[config.mk]
export PLATFORM = sky130hd
export DESIGN_NAME = mem_access_ctrl
export DESIGN_NICKNAME = d
export VERILOG_FILES = /design/src/rtl/mem_access_ctrl.sv
export SDC_FILE = /design/constraint.sdc
export NUM_CORES = 1
export LEC_CHECK = 0
export CELL_PAD_IN_SITES_DETAIL_PLACEMENT = 1
export CELL_PAD_IN_SITES_GLOBAL_PLACEMENT = 2
export CORE_ASPECT_RATIO = 1.4
export CORE_MARGIN = 2
export CORE_UTILIZATION = 30
export CTS_CLUSTER_SIZE = 16
export DETAILED_ROUTE_END_ITERATION = 10
export PLACE_DENSITY_LB_ADDON = 0.15
export SLEW_MARGIN = 0
export SYNTH_ARGS = -nofsm -noshare
export SYNTH_HDL_FRONTEND = slang
export SYNTH_SLANG_ARGS = --single-unit
[constraint.sdc]
create_clock -name clk -period 7.3 [get_ports clk]
set_input_delay 2.19 -clock clk [delete_from_list [all_inputs] [get_ports clk]]
set_output_delay 2.19 -clock clk [all_outputs]
set_load 0.05 [all_outputs]
[src/rtl/mem_access_ctrl.sv]
// Load/store sequencer between the control FSM and the 64-bit doubleword data memory.
// Sub-doubleword stores use read-modify-write; loads extract and extend a byte lane.
module mem_access_ctrl #(
    parameter int MEM_LAT = 1
) (
    input  logic        clk,
    input  logic        reset,
    input  logic        start,
    input  logic        is_store,
    input  logic [2:0]  func3,
    input  logic [63:0] addr,
    input  logic [63:0] wdata,
    output logic        busy,
    output logic        done,
    output logic        err,
    output logic [63:0] load_data,
    output logic [63:0] mem_addr,
    output logic [63:0] mem_wdata,
    output logic        mem_wr,
    input  logic [63:0] mem_rdata
);

    typedef enum logic [2:0] {
        IDLE = 3'd0,
        RD   = 3'd1,
        CAP  = 3'd2,
        WR   = 3'd3,
        DONE = 3'd4
    } state_t;

    localparam logic [2:0] CNT_INIT = 3'(MEM_LAT - 1);

    state_t      state, state_nxt;
    logic [2:0]  cnt, cnt_nxt;

    logic        is_store_q;
    logic [2:0]  func3_q;
    logic [63:0] addr_q;
    logic [63:0] wdata_q;
    logic [63:0] merged_q;
    logic        err_q;
    logic [63:0] load_data_q;
    logic        req_err;
    logic        req_sd;

    // Illegal func3 for the direction, or offset not aligned to the access size.
    function automatic logic access_err(input logic st, input logic [2:0] f3,
                                        input logic [2:0] off);
        logic illegal;
        logic misal;
        illegal = st ? f3[2] : (f3 == 3'b111);
        case (f3[1:0])
            2'b01:   misal = off[0];
            2'b10:   misal = |off[1:0];
            2'b11:   misal = |off;
            default: misal = 1'b0;
        endcase
        return illegal | misal;
    endfunction

    function automatic logic [63:0] load_extend(input logic [63:0] rdata,
                                                input logic [2:0] f3,
                                                input logic [2:0] off);
        logic        [63:0] lane;
        logic signed [7:0]  b;
        logic signed [15:0] h;
        logic signed [31:0] w;
        logic        [63:0] res;
        lane = rdata >> {off, 3'b000};
        b    = lane[7:0];
        h    = lane[15:0];
        w    = lane[31:0];
        case (f3)
            3'b000:  res = {{56{b[7]}}, b};
            3'b001:  res = {{48{h[15]}}, h};
            3'b010:  res = {{32{w[31]}}, w};
            3'b100:  res = {56'd0, lane[7:0]};
            3'b101:  res = {48'd0, lane[15:0]};
            3'b110:  res = {32'd0, lane[31:0]};
            default: res = lane;
        endcase
        return res;
    endfunction

    function automatic logic [63:0] merge_store(input logic [63:0] rdata,
                                                input logic [63:0] wd,
                                                input logic [2:0] f3,
                                                input logic [2:0] off);
        logic [63:0] mask;
        logic [5:0]  sh;
        case (f3[1:0])
            2'b00:   mask = 64'h0000_0000_0000_00FF;
            2'b01:   mask = 64'h0000_0000_0000_FFFF;
            2'b10:   mask = 64'h0000_0000_FFFF_FFFF;
            default: mask = 64'hFFFF_FFFF_FFFF_FFFF;
        endcase
        sh = {off, 3'b000};
        return (rdata & ~(mask << sh)) | ((wd & mask) << sh);
    endfunction

    assign req_err = access_err(is_store, func3, addr[2:0]);
    assign req_sd  = is_store && (func3 == 3'b011);

    always_ff @(posedge clk or posedge reset) begin
        if (reset) begin
            state <= IDLE;
            cnt   <= 3'd0;
        end else begin
            state <= state_nxt;
            cnt   <= cnt_nxt;
        end
    end

    always_comb begin
        state_nxt = state;
        cnt_nxt   = cnt;
        busy      = 1'b0;
        done      = 1'b0;
        err       = 1'b0;
        mem_wr    = 1'b0;
        mem_addr  = 64'd0;
        mem_wdata = 64'd0;
        if (state != IDLE) begin
            busy     = 1'b1;
            mem_addr = {addr_q[63:3], 3'b000};
        end
        case (state)
            IDLE: begin
                if (start) begin
                    if (req_err) begin
                        state_nxt = DONE;
                    end else if (req_sd) begin
                        state_nxt = WR;
                    end else begin
                        state_nxt = RD;
                        cnt_nxt   = CNT_INIT;
                    end
                end
            end
            RD: begin
                if (cnt == 3'd0) begin
                    state_nxt = CAP;
                end else begin
                    cnt_nxt = cnt - 3'd1;
                end
            end
            CAP: begin
                state_nxt = is_store_q ? WR : DONE;
            end
            WR: begin
                mem_wr    = 1'b1;
                mem_wdata = merged_q;
                state_nxt = DONE;
            end
            DONE: begin
                done      = 1'b1;
                err       = err_q;
                state_nxt = IDLE;
            end
            default: state_nxt = IDLE;
        endcase
    end

    // Request latch; for sd the raw store data is the write data, otherwise CAP merges.
    always_ff @(posedge clk) begin
        if (state == IDLE && start) begin
            is_store_q <= is_store;
            func3_q    <= func3;
            addr_q     <= addr;
            wdata_q    <= wdata;
            err_q      <= req_err;
            merged_q   <= wdata;
        end else if (state == CAP && is_store_q) begin
            merged_q   <= merge_store(mem_rdata, wdata_q, func3_q, addr_q[2:0]);
        end
    end

    always_ff @(posedge clk or posedge reset) begin
        if (reset) begin
            load_data_q <= 64'd0;
        end else if (state == CAP && !is_store_q) begin
            load_data_q <= load_extend(mem_rdata, func3_q, addr_q[2:0]);
        end
    end

    assign load_data = load_data_q;

endmodule

==> results.yml <==
power:
  clkPwrFrac_pct: 18.5
  p_int_mw: 4.61
  peakVddDrop_uv: 242
  switching_share_pct: 45.5
  p_total_mw: 8.45
  p_per_area_nw_per_um2: 436
  share_comb_of_total_power_pct: 50.4
  switchingPower_mw: 3.84
  p_leak_nw: 6.91
  seqPwrFrac_pct: 31.1
grt:
  grt_pass1_vias: 12500
  grt_start_max_net_pins: 95
  antenna_found_initial: 5
  grtUsageTotal_pct: 24.1
  grt_pass1_wl_mm: 85.3
  grt-ovfl-total: 0
place:
  place.gp.congestion: 0.903
  place_area_um2: 18400
  dp_hpwl_mm: 44.3
  port-buffer-count: 391
critical_path:
  end_kind: "output pin"
  cp_cell_sequence: "nor3_1 -> inv_1 -> buf_4 -> and2_1 -> clkdlybuf4s50_1"
  slowest_delay_ps: 710
  worstSetupPathType: "flop to output pin"
  worst-path-max-fanout: 63
  path_buf_inv: 3
  worstPathArrival_ps: 3180
  critPathRequiredTime_ps: 5110
  crit_path_top_delay_cell: "clkdlybuf4s50_1"
  critical_path.top_delay_family: "buffers and inverters"
  cp-start-kind: "flop"
floorplan:
  io_pins: 395
  dieArea_um2: 48100
  start_util_pct: 30.3
  die_width_um: 186
  die_h_um: 259
  rows: 93
  core-area_um2: 45800
synthesis:
  synth_cells: 1292
  synth_area_per_cell_um2: 10.8
  synth_flop_cell: "edfxtp_1"
  synthArstFlopShare_pct: 26.2
  ys_warn_count: 0
  synth_edf_count: 197
  ys_types: 61
  ys_ff_latch: 267
  netlist_area_um2: 13900
  ys_seq_area_share_pct: 55.1
sta:
  worst_pin_slew_ps: 1170
  finalCritPeriodShare_pct: 73.6
  fmax_ghz: 0.186
  setup_tns_ps: 0
  setup_viol: 0
  hold_viol: 0
  finClkSkew_ps: 19.3
  rsz0062_at_grt: "false"
  worst_slew_margin_rel_pct: 21.7
  finalCriticalPeriod_ps: 5370
  drv_slew: 0
cts:
  cts.repair.resized: 0
  cts_setup_buffers: 0
  cts.reportedPaths.clkPinSlew_ps: 60
  clock_latency_ps: 590
  cts_tree: "done"
  hold_buffers: 0
  clkSinkCount: 267
  cts_root_buffer: "clkbuf_16"
  numCtsBuffers: 29
  h-tree-depth: 1
  clockBufferDepth: 3
route:
  vias_per_cell: 5.27
  first_iter_violations: 1036
  drc: 0
  vias: 12000
  drt.antenna.violating_nets: 0
  dr.pass1.iters: 8
  wl_per_cell_um: 25.8
  drt_wl_total_mm: 58.7
layout:
  fin_util_pct: 42.2
  final_cell_mix: "clkdlybuf4s50_1 (391), edfxtp_1 (197), nor2_1 (154)"
  final_common_cell: "clkdlybuf4s50_1"
  area_growth_pct: 39.2
  fin_nets: 1832
  fin_area_um2: 19400
  drive_gt1_share_pct: 7.32
hold_path:
  hp-class: "flop to flop"
status:
  outcome: "completed"
run:
  maxCapViolations: 0
## logic make-up (layout without fill, tap and decap cells)
| logic type | count (synthesis) | count (layout) | share of synthesized area (%) |
|---|---|---|---|
| flip-flops | 267 | 267 | 55.1 |
| buffers and inverters | 117 | 477 | 3.60 |
| AND/OR/NAND/NOR | 472 | 472 | 16.2 |
| AO/OA/AOI/OAI | 333 | 333 | 16.6 |
| adder cells (fa/ha/maj) | 2 | 2 | 0.180 |
| other | 1 | 7 | 0.0270 |
| multiplexers | 100 | 100 | 8.26 |
## sequential cells by signal, indices dropped and copies added (netlist names)
signal	cells
addr_q	64
cnt	3
err_q	1
func3_q	3
is_store_q	1
load_data	64
merged_q	64
state	3
wdata_q	64
## power by group through the flow
stage                     logic [mW]  registers [mW]  clock network, mW
final                           4.25            2.63               1.57
after global routing            4.52            2.68               1.66
after CTS                       4.29            2.64               1.61
after detailed placement        4.26            2.66                  0
after global placement          4.24            2.65                  0
after floorplan                 2.18            3.18                  0
## metal layers
metal / global-route usage, % / share of wire, % / routed length (µm) / vias to the layer above
li1: - / - / - / 5489
met1: 29.2 / 39 / 22800 / 5865
met2: 39.9 / 48 / 28200 / 520
met3: 5.06 / 7.1 / 4190 / 122
met4: 13.2 / 6.0 / 3540 / 2
met5: 0 / 0.022 / 13 / -
## worst reg2reg max path, cell delays in order (launching register included)
cell and delay, ps:
edfxtp_1 840, buf_4 820, nor2b_1 460, o21a_1 300, nor3_2 830, a222oi_1 350
a21oi_1 240
## path summary, 6_finish.rpt
kind                       slack, ps  cells past startpoint             to       from
setup / recovery                1930                      5   mem_addr[54]   state[0]
hold / removal                   500                      1         cnt[0]     cnt[0]
setup reg to reg                3280                      6   merged_q[50]  addr_q[0]
hold reg to reg                  500                      1         cnt[0]     cnt[0]
max in group asynchronous       4460                      3  load_data[18]      reset
min in group asynchronous       2190                      3         cnt[1]      reset
## cell usage after synthesis, types with 47 or more instances
library cell,instances,area (µm²)
edfxtp_1,197,5920
o21ai_0,47,235
nor2_1,155,582
and2_1,128,801
mux2i_1,66,661
a21oi_1,69,345
nand2_1,127,477
clkbuf_1,72,270
a31oi_1,62,388
dfrtp_1,70,1750
## layout make-up
type,count,area [µm²]
timing repair buffer,412,4080
multi-input combinational,910,5780
clock buffer,32,737
antenna,4,10.0
sequential,267,7670
fill,5073,26500
inverter,11,46.3
tap,617,772
clock inverter,22,256
## through the flow
step	hold WS [ps]	std cells	setup WS [ps]
final	497	2275	1930
after detailed placement	483	2217	2140
after floorplan	451	1294	516
after global routing	506	2274	1760
after global placement	467	2217	2240
after CTS	491	2271	1900
Note: power is estimated with default switching activity, not from simulation.
